<file path="src/rtl/picosoc_bus_arbiter.sv">
// Two-master round-robin arbiter for the PicoRV32 native memory bus.
// Grant is held for a whole transaction; a watchdog aborts hung slave accesses.
module picosoc_bus_arbiter #(
    parameter int unsigned TIMEOUT_CYCLES = 255,
    parameter logic [31:0] ERR_VALUE      = 32'hFFFF_FFFF
) (
    input  logic        i_clk,
    input  logic        i_reset,

    input  logic        i_m0_valid,
    input  logic [31:0] i_m0_addr,
    input  logic [31:0] i_m0_wdata,
    input  logic [3:0]  i_m0_wstrb,
    output logic        o_m0_ready,
    output logic [31:0] o_m0_rdata,

    input  logic        i_m1_valid,
    input  logic [31:0] i_m1_addr,
    input  logic [31:0] i_m1_wdata,
    input  logic [3:0]  i_m1_wstrb,
    output logic        o_m1_ready,
    output logic [31:0] o_m1_rdata,

    output logic        o_s_valid,
    output logic [31:0] o_s_addr,
    output logic [31:0] o_s_wdata,
    output logic [3:0]  o_s_wstrb,
    input  logic        i_s_ready,
    input  logic [31:0] i_s_rdata,

    output logic [1:0]  o_grant,
    output logic        o_timeout_err,
    output logic [7:0]  o_err_count
);

    typedef enum logic {StIdle, StBusy} state_e;

    state_e      r_state, w_state_next;
    logic [1:0]  r_grant, w_grant_next;
    logic        r_last, w_last_next;     // 1 = m1 was served last
    logic [31:0] r_wdog, w_wdog_next;
    logic [7:0]  r_err_count, w_err_count_next;

    logic w_busy;
    logic w_gnt_valid;
    logic w_wdog_hit;
    logic w_done;
    logic w_timeout;
    logic w_finish;
    logic w_s_valid;

    always_comb begin
        w_busy      = (r_state == StBusy);
        w_gnt_valid = (r_grant[0] & i_m0_valid) | (r_grant[1] & i_m1_valid);
        w_wdog_hit  = (TIMEOUT_CYCLES != 0) && (r_wdog == TIMEOUT_CYCLES - 1);
        w_done      = w_busy & w_gnt_valid & i_s_ready;
        // A slave completion in the watchdog cycle wins over the timeout.
        w_timeout   = w_busy & w_gnt_valid & ~i_s_ready & w_wdog_hit;
        w_finish    = w_done | w_timeout;
        w_s_valid   = w_busy & w_gnt_valid & ~w_timeout;
    end

    always_comb begin
        w_state_next     = r_state;
        w_grant_next     = r_grant;
        w_last_next      = r_last;
        w_wdog_next      = r_wdog;
        w_err_count_next = r_err_count;

        case (r_state)
            StIdle: begin
                if (i_m0_valid || i_m1_valid) begin
                    if (i_m0_valid && i_m1_valid) begin
                        w_grant_next = r_last ? 2'b01 : 2'b10;
                    end else begin
                        w_grant_next = i_m0_valid ? 2'b01 : 2'b10;
                    end
                    w_state_next = StBusy;
                    w_wdog_next  = 32'd0;
                end
            end
            StBusy: begin
                if (!w_gnt_valid) begin
                    // Granted master withdrew its request: abandon quietly.
                    w_state_next = StIdle;
                    w_grant_next = 2'b00;
                end else if (w_finish) begin
                    w_state_next = StIdle;
                    w_grant_next = 2'b00;
                    w_last_next  = r_grant[1];
                end else begin
                    w_wdog_next = r_wdog + 32'd1;
                end
            end
            default: begin
                w_state_next = StIdle;
                w_grant_next = 2'b00;
            end
        endcase

        if (w_timeout && (r_err_count != 8'hFF)) begin
            w_err_count_next = r_err_count + 8'd1;
        end
    end

    always_ff @(posedge i_clk) begin
        if (i_reset) begin
            r_state     <= StIdle;
            r_grant     <= 2'b00;
            r_last      <= 1'b1;
            r_wdog      <= 32'd0;
            r_err_count <= 8'd0;
        end else begin
            r_state     <= w_state_next;
            r_grant     <= w_grant_next;
            r_last      <= w_last_next;
            r_wdog      <= w_wdog_next;
            r_err_count <= w_err_count_next;
        end
    end

    always_comb begin
        o_s_valid  = w_s_valid;
        o_s_addr   = 32'd0;
        o_s_wdata  = 32'd0;
        o_s_wstrb  = 4'd0;
        if (w_s_valid) begin
            o_s_addr  = r_grant[1] ? i_m1_addr  : i_m0_addr;
            o_s_wdata = r_grant[1] ? i_m1_wdata : i_m0_wdata;
            o_s_wstrb = r_grant[1] ? i_m1_wstrb : i_m0_wstrb;
        end

        o_m0_ready = w_finish & r_grant[0];
        o_m1_ready = w_finish & r_grant[1];
        o_m0_rdata = 32'd0;
        o_m1_rdata = 32'd0;
        if (o_m0_ready) o_m0_rdata = w_done ? i_s_rdata : ERR_VALUE;
        if (o_m1_ready) o_m1_rdata = w_done ? i_s_rdata : ERR_VALUE;

        o_grant       = r_grant;
        o_timeout_err = w_timeout;
        o_err_count   = r_err_count;
    end

endmodule

</file>
<file path="config.mk">
export PLATFORM = sky130hd
export DESIGN_NAME = picosoc_bus_arbiter
export DESIGN_NICKNAME = d
export VERILOG_FILES = /design/src/rtl/picosoc_bus_arbiter.sv
export SDC_FILE = /design/constraint.sdc
export NUM_CORES = 1
export LEC_CHECK = 0
export ABC_AREA = 1
export CORE_MARGIN = 10
export CORE_UTILIZATION = 32
export DETAILED_ROUTE_END_ITERATION = 6
export PLACE_DENSITY = 0.91
export SKIP_CTS_REPAIR_TIMING = 1
export SLEW_MARGIN = 20
export SYNTH_ARGS = -nofsm -noshare
export SYNTH_HDL_FRONTEND = slang
export SYNTH_SLANG_ARGS = --single-unit
</file>
<file path="constraint.sdc">
create_clock -name i_clk -period 1.9 [get_ports i_clk]
set_input_delay 0.38 -clock i_clk [delete_from_list [all_inputs] [get_ports i_clk]]
set_output_delay 0.38 -clock i_clk [all_outputs]
set_load 0.05 [all_outputs]
</file>
==> qor.yml, run 1 <==
place:
  dpl.hpwl_mm: 25.66
  preCtsSetupSlack_ps: -748.1
  io_buffer_count: 318
  gp_routability_congestion: 1.002
  placed_area_um2: 10210
  dp.cells: 1412
logic_synthesis:
  synth_area_um2: 4395
  avgSynthCellArea_um2: 5.233
  yosys-top-cells-area: "nand2_1 (22%), dfxtp_1 (20%), nor2_1 (17%)"
  synthCells: 840
  synth_compound_area_share_pct: 13.75
  synth_simple_gate_area_share_pct: 51.78
  synth-xor-area-share_pct: 2.590
  yosysTopAreaCellShare_pct: 22.37
  synth_top_family_by_area: "simple AND/OR/NAND/NOR gates"
  yosys-mux-area-fraction_pct: 0
  synth_largest_area_cell: "nand2_1"
  ys_seq_area_share_pct: 20.04
  ys.warnings.count: 0
  synth_fa_ha_area_share_pct: 0.8540
  yosys.cell_types.count: 30
  synth_top_flop_cell: "dfxtp_1"
  async_reset_ff_share_pct: 0
  synth_edf_count: 0
  syn-num-nets: 1016
  yosys_register_bits: 44
timing:
  setup_viol: 144
  hold_viol: 0
  fin_crit_ps: 2518
  rsz0062_at_grt: "yes"
  max_freq_ghz: 0.3971
  slew_headroom_pct: 30.44
  finalMaxSlewViolations: 0
  worstMarginPinSlew_ps: 1040
  tns_ps: -70850
  period_share_pct: 132.5
  fin_hold_ws_ps: 503.3
  fin_ws_ps: -618.1
  fin_skew_ps: 8.986
routing:
  first_pass_iters: 6
  wl_mm: 35.57
  drtIter0Drc: 958
  drc: 0
  ant_nets: 0
  via_count: 8085
  vias_per_cell: 5.618
  routedWlPerCell_um: 24.72
cells_and_area:
  fin_cells: 1439
  fin_area_um2: 11130
  drive_gt1_share_pct: 39.51
  area_delta_synth_final_pct: 153.2
  num-nets-final: 1433
clock_network:
  cts_tree: "yes"
  cts.sinks: 44
  cts_buffer_depth: 2
  cts_root_buffer: "clkbuf_16"
  clk_pin_slew_ps: 70
  clock_latency_ps: 300
  cts_buffers: 5
  htree_levels: 2
outcome:
  violations: "negative setup slack"
  outcome: "finished with violations"
floorplanning:
  row_count: 42
  die_y_um: 137.2
  core_area_um2: 13350
  dieWidth_um: 137.2
  ios: 319
  die_area_um2: 18820
  start_util_pct: 32.93
worst_setup_path:
  r2r_cells: 12
  r2r-end: "o_grant[0]"
  cp.arrival_ps: 2140
  cp.required_ps: 1520
  r2r-start: "r_wdog[4]"
  worst-path-max-fanout: 8
  rrSetupSlack_ps: -80
  crit_type: "flop to primary output"
  end_kind: "primary output"
  startpoint_type: "flop"
global_routing:
  antenna_found_initial: 0
  grt_pass1_vias: 7478
  grt_overflow: 0
  grt_usage_pct: 29.96
  grt_pass1_wl_mm: 43.51
  grt_max_degree: 69
worst_hold_path:
  min_to: "o_err_count[1]"
  hp-start: "o_err_count[1]"
  hp-class: "flop to flop"
  whs_path_depth: 2
job:
  max_cap_viol_count: 0
power_and_ir_drop:
  ir_worst_vdd_mv: 0.3077
  powerDensity_nw_per_um2: 280.4
  p_leak_nw: 4.492
cells in the mapped netlist, types with 2 or more instances:
cell / instances
clkbuf_1: 26
inv_2: 5
a21oi_1: 108
or2_2: 2
nor4_1: 4
inv_1: 45
nand2_1: 262
nor3_1: 6
nand3_1: 53
xor2_1: 9
buf_2: 14
nor2_1: 199
nand4_1: 17
nand2_2: 6
buf_6: 7
ha_1: 3
nor2_4: 2
dfxtp_1: 44
clkinv_1: 2
o21ai_0: 7
nor2_2: 3
buf_4: 5
xnor2_1: 4
layout by cell type (no fill, tap or decap), types with 3 or more instances in the layout:
cell	count
inv_2	11
nor3_1	5
buf_4	140
buf_12	81
nand3_1	50
nor2_4	69
nand4_1	17
o21ai_0	7
clkinvlp_4	3
nand2_1	257
dfxtp_1	39
nand2_2	6
a21oi_1	39
inv_1	37
xor2_1	9
nand2_4	4
buf_8	20
nand3_2	3
clkbuf_16	10
a21oi_4	47
dfxtp_2	3
clkdlybuf4s50_1	170
buf_6	44
nor2_2	17
a21oi_2	22
xnor2_1	4
diode_2	5
nor2_1	118
critical path, stage by stage (launching register included):
cell and delay [ps]:
dfxtp_2 330, inv_2 90, ha_4 150, nand3_2 90
nor2_2 100, nand2_2 90, nor2_4 130, nand2_4 100
nand2_4 130, nand2_8 100, clkbuf_16 210, nor2_4 160
buf_12 150
kinds of logic (layout without fill, tap and decap cells):
kind of cell | after synthesis | in the layout
and+or+nand+nor | 557 | 557
AOI/OAI and AO/OA | 118 | 118
buffers and inverters | 105 | 523
DFF | 44 | 44
xor gates and xnor gates | 13 | 13
adders and majority gates | 3 | 3
other | 0 | 5
state kept, by name, indices dropped and copies added (netlist names):
| name | flops |
|---|---|
| r_last | 1 |
| r_wdog | 32 |
| o_err_count | 8 |
| r_state | 1 |
| o_grant | 2 |
worst max-delay path by stage:
stage / startpoint / endpoint / slack (ps)
CTS: i_m1_valid / o_m1_rdata[2] / -760
floorplan: o_grant[1] / o_m0_rdata[12] / -350
detailed placement: i_m1_valid / o_m1_rdata[2] / -750
global route: r_wdog[0] / o_m1_rdata[11] / -710
finish: r_wdog[0] / o_m1_rdata[11] / -620
global placement: i_m1_valid / o_m1_rdata[2] / -690
stage by stage:
| stage | utilization, % | total power, mW |
|---|---|---|
| detailed placement | 76.48 | 2.107 |
| global route | 83.28 | 3.194 |
| CTS | 77.60 | 2.987 |
| global placement | 76.48 | 2.073 |
| finish | 83.37 | 3.120 |
| floorplan | - | 1.479 |
layer usage:
layer / routed length [um] / GRT usage, %
met5: 0 / 0
met4: 1844 / 10.89
met3: 4587 / 12.27
met2: 16720 / 50.27
met1: 12420 / 33.40
power by group:
group / total, mW / switching, mW / internal [mW]
logic: 1.28 / 0.684 / 0.595
clock network: 0.910 / 0.391 / 0.519
registers: 0.931 / 0.00460 / 0.926
total: 3.12 / 1.08 / 2.04
layout make-up:
type,instances,area [um2]
multi-input combinational,691,4300
clock buffer,6,138.9
inverter,52,206.4
clock inverter,2,10.01
antenna,5,12.51
fill,676,2220
sequential,44,892.1
timing repair buffer,463,5348
tap,176,220.2
(Power assumes the default switching activity.)
==> run 2: changes to the inputs <==
--- a/config.mk
+++ b/config.mk
@@ -11,7 +11,6 @@
 export DETAILED_ROUTE_END_ITERATION = 6
 export PLACE_DENSITY = 0.91
 export SKIP_CTS_REPAIR_TIMING = 1
-export SLEW_MARGIN = 20
 export SYNTH_ARGS = -nofsm -noshare
 export SYNTH_HDL_FRONTEND = slang
 export SYNTH_SLANG_ARGS = --single-unit
==> results of run 2 <==
The final DEF is identical to that of run 1; final timing and power are the same.
==> run 3: changes to the inputs <==
--- a/config.mk
+++ b/config.mk
@@ -10,6 +10,7 @@
 export CORE_UTILIZATION = 32
 export DETAILED_ROUTE_END_ITERATION = 6
 export PLACE_DENSITY = 0.91
+export RECOVER_POWER = 50
 export SKIP_CTS_REPAIR_TIMING = 1
 export SYNTH_ARGS = -nofsm -noshare
 export SYNTH_HDL_FRONTEND = slang
==> qor.yml, run 3 (same netlist as run 1, synthesis figures left out) <==
routing:
  ant_nets: 0
  first_pass_iters: 6
  vias_per_cell: 5.581
  wl_mm: 35.38
  drtIter0Drc: 913
  via_count: 8031
  drc: 0
  routedWlPerCell_um: 24.58
global_routing:
  grt_usage_pct: 29.96
  grt_pass1_wl_mm: 43.51
  antenna_found_initial: 0
  grt_overflow: 0
  grt_pass1_vias: 7478
  grt_max_degree: 69
outcome:
  outcome: "finished with violations"
  violations: "negative setup slack"
job:
  max_cap_viol_count: 0
worst_setup_path:
  cpMaxStageDelayCell: "dfxtp_2"
  path_cells: "inv_2 -> ha_4 -> nand3_2 -> nor2_2 -> nand2_2 -> nor2_4 -> nand2_4 -> nand2_4 -> nand2_8 -> clkbuf_16 -> nor2_4 -> buf_12"
  startpoint_type: "flop"
  cp.arrival_ps: 2130
  worst-path-max-fanout: 8
  crit_type: "flop to primary output"
  critical-path-top-delay-family: "simple AND/OR/NAND/NOR gates"
  crit_buf_inv: 3
  critPathMaxStageDelay_ps: 330
  end_kind: "primary output"
  cp.required_ps: 1520
timing:
  fin_skew_ps: 7.798
  fin_crit_ps: 2514
  slew_headroom_pct: 32.23
  rsz0062_at_grt: "yes"
  max_freq_ghz: 0.3977
  fin_ws_ps: -614.3
  worstMarginPinSlew_ps: 1013
  tns_ps: -70410
  hold_viol: 0
  fin_hold_ws_ps: 501.1
  finalMaxSlewViolations: 0
  setup_viol: 142
  period_share_pct: 132.3
clock_network:
  clock_latency_ps: 300
  cts_buffer_depth: 2
  htree_levels: 2
  cts_tree: "yes"
  cts_buffers: 5
  clk_pin_slew_ps: 70
  cts.sinks: 44
  cts_root_buffer: "clkbuf_16"
worst_hold_path:
  hp-class: "flop to flop"
power_and_ir_drop:
  switching_share_pct: 34.46
  ir_worst_vdd_mv: 0.3061
  p_int_mw: 2.039
  pwr-share-comb_pct: 41.0
  powerDensity_nw_per_um2: 280.4
  p_switching_mw: 1.072
  sequentialPowerShare_pct: 29.9
  p_leak_nw: 4.454
  clockPowerShare_pct: 29.1
cells_and_area:
  drive_gt1_share_pct: 38.79
  fin_cells: 1439
  mostFrequentLayoutCells: "nand2_1 (257), clkdlybuf4s50_1 (170), buf_4 (131)"
  area_delta_synth_final_pct: 152.4
  num-nets-final: 1433
  top_register: "r_wdog"
  largest_reg_flops: 32
  final_common_cell: "nand2_1"
floorplanning:
  core_area_um2: 13350
  die_area_um2: 18820
  row_count: 42
  die_y_um: 137.2
  ios: 319
  dieWidth_um: 137.2
  start_util_pct: 32.93
place:
  dpl.hpwl_mm: 25.66
  io_buffer_count: 318
  gp_routability_congestion: 1.002
  dp.cells: 1412
run 3: changes by cell type in the layout (fill, tap and decap cells not counted), sizes merged:
cell / previous run / this run
buf: 286 / 277
clkbuf: 11 / 20
run 3: worst register-to-register path: cells and delay by family (launching register included):
kind                   cells  cell delay, ps
flip-flops                 1             370
buffers and inverters      4             560
AO/OA/AOI/OAI              2             340
AND/OR/NAND/NOR            6             570
run 3: cell type report:
| type | count | area, um2 |
|---|---|---|
| Clock inverter | 2 | 10.01 |
| Fill cell | 690 | 2253 |
| Sequential cell | 44 | 892.1 |
| Clock buffer | 6 | 138.9 |
| Antenna cell | 5 | 12.51 |
| Timing Repair Buffer | 463 | 5314 |
| Inverter | 52 | 206.4 |
| Tap cell | 176 | 220.2 |
| Multi-Input combinational cell | 691 | 4300 |
run 3: final timing paths:
kind                  startpoint             end  slack, ps  cells past startpoint
hold reg to reg   o_err_count[1]  o_err_count[1]        500                      2
setup / recovery       r_wdog[0]  o_m1_rdata[11]       -610                     12
hold / removal    o_err_count[1]  o_err_count[1]        500                      2
setup reg to reg       r_wdog[4]      o_grant[0]        -60                     12
run 3: power groups by stage:
stage / logic (mW) / registers, mW / clock network (mW)
6_report: 1.28 / 0.931 / 0.904
5_1_grt: 1.32 / 0.931 / 0.938
4_1_cts: 1.16 / 0.931 / 0.894
3_5_place_dp: 1.16 / 0.952 / 0
3_3_place_gp: 1.12 / 0.951 / 0
2_1_floorplan: 0.515 / 0.964 / 0
run 3: per-layer routing:
metal | track usage [%] | wire length, um | vias to the layer above
li1 | - | - | 3506
met1 | 33.40 | 12160 | 3725
met3 | 12.27 | 4689 | 168
met2 | 50.27 | 16670 | 632
met4 | 10.89 | 1862 | 0
met5 | 0 | 0 | -
run 3: metrics by stage:
stage          util (%)  area, um2  total power [mW]  setup slack [ps]
2_1_floorplan         -       5523             1.479            -353.8
3_3_place_gp      76.48      10210             2.073            -689.2
3_5_place_dp      76.48      10210             2.107            -748.1
4_1_cts           77.60      10360             2.987            -763.9
5_1_grt           83.02      11080             3.192            -708.1
6_report          83.12      11090             3.111            -614.3
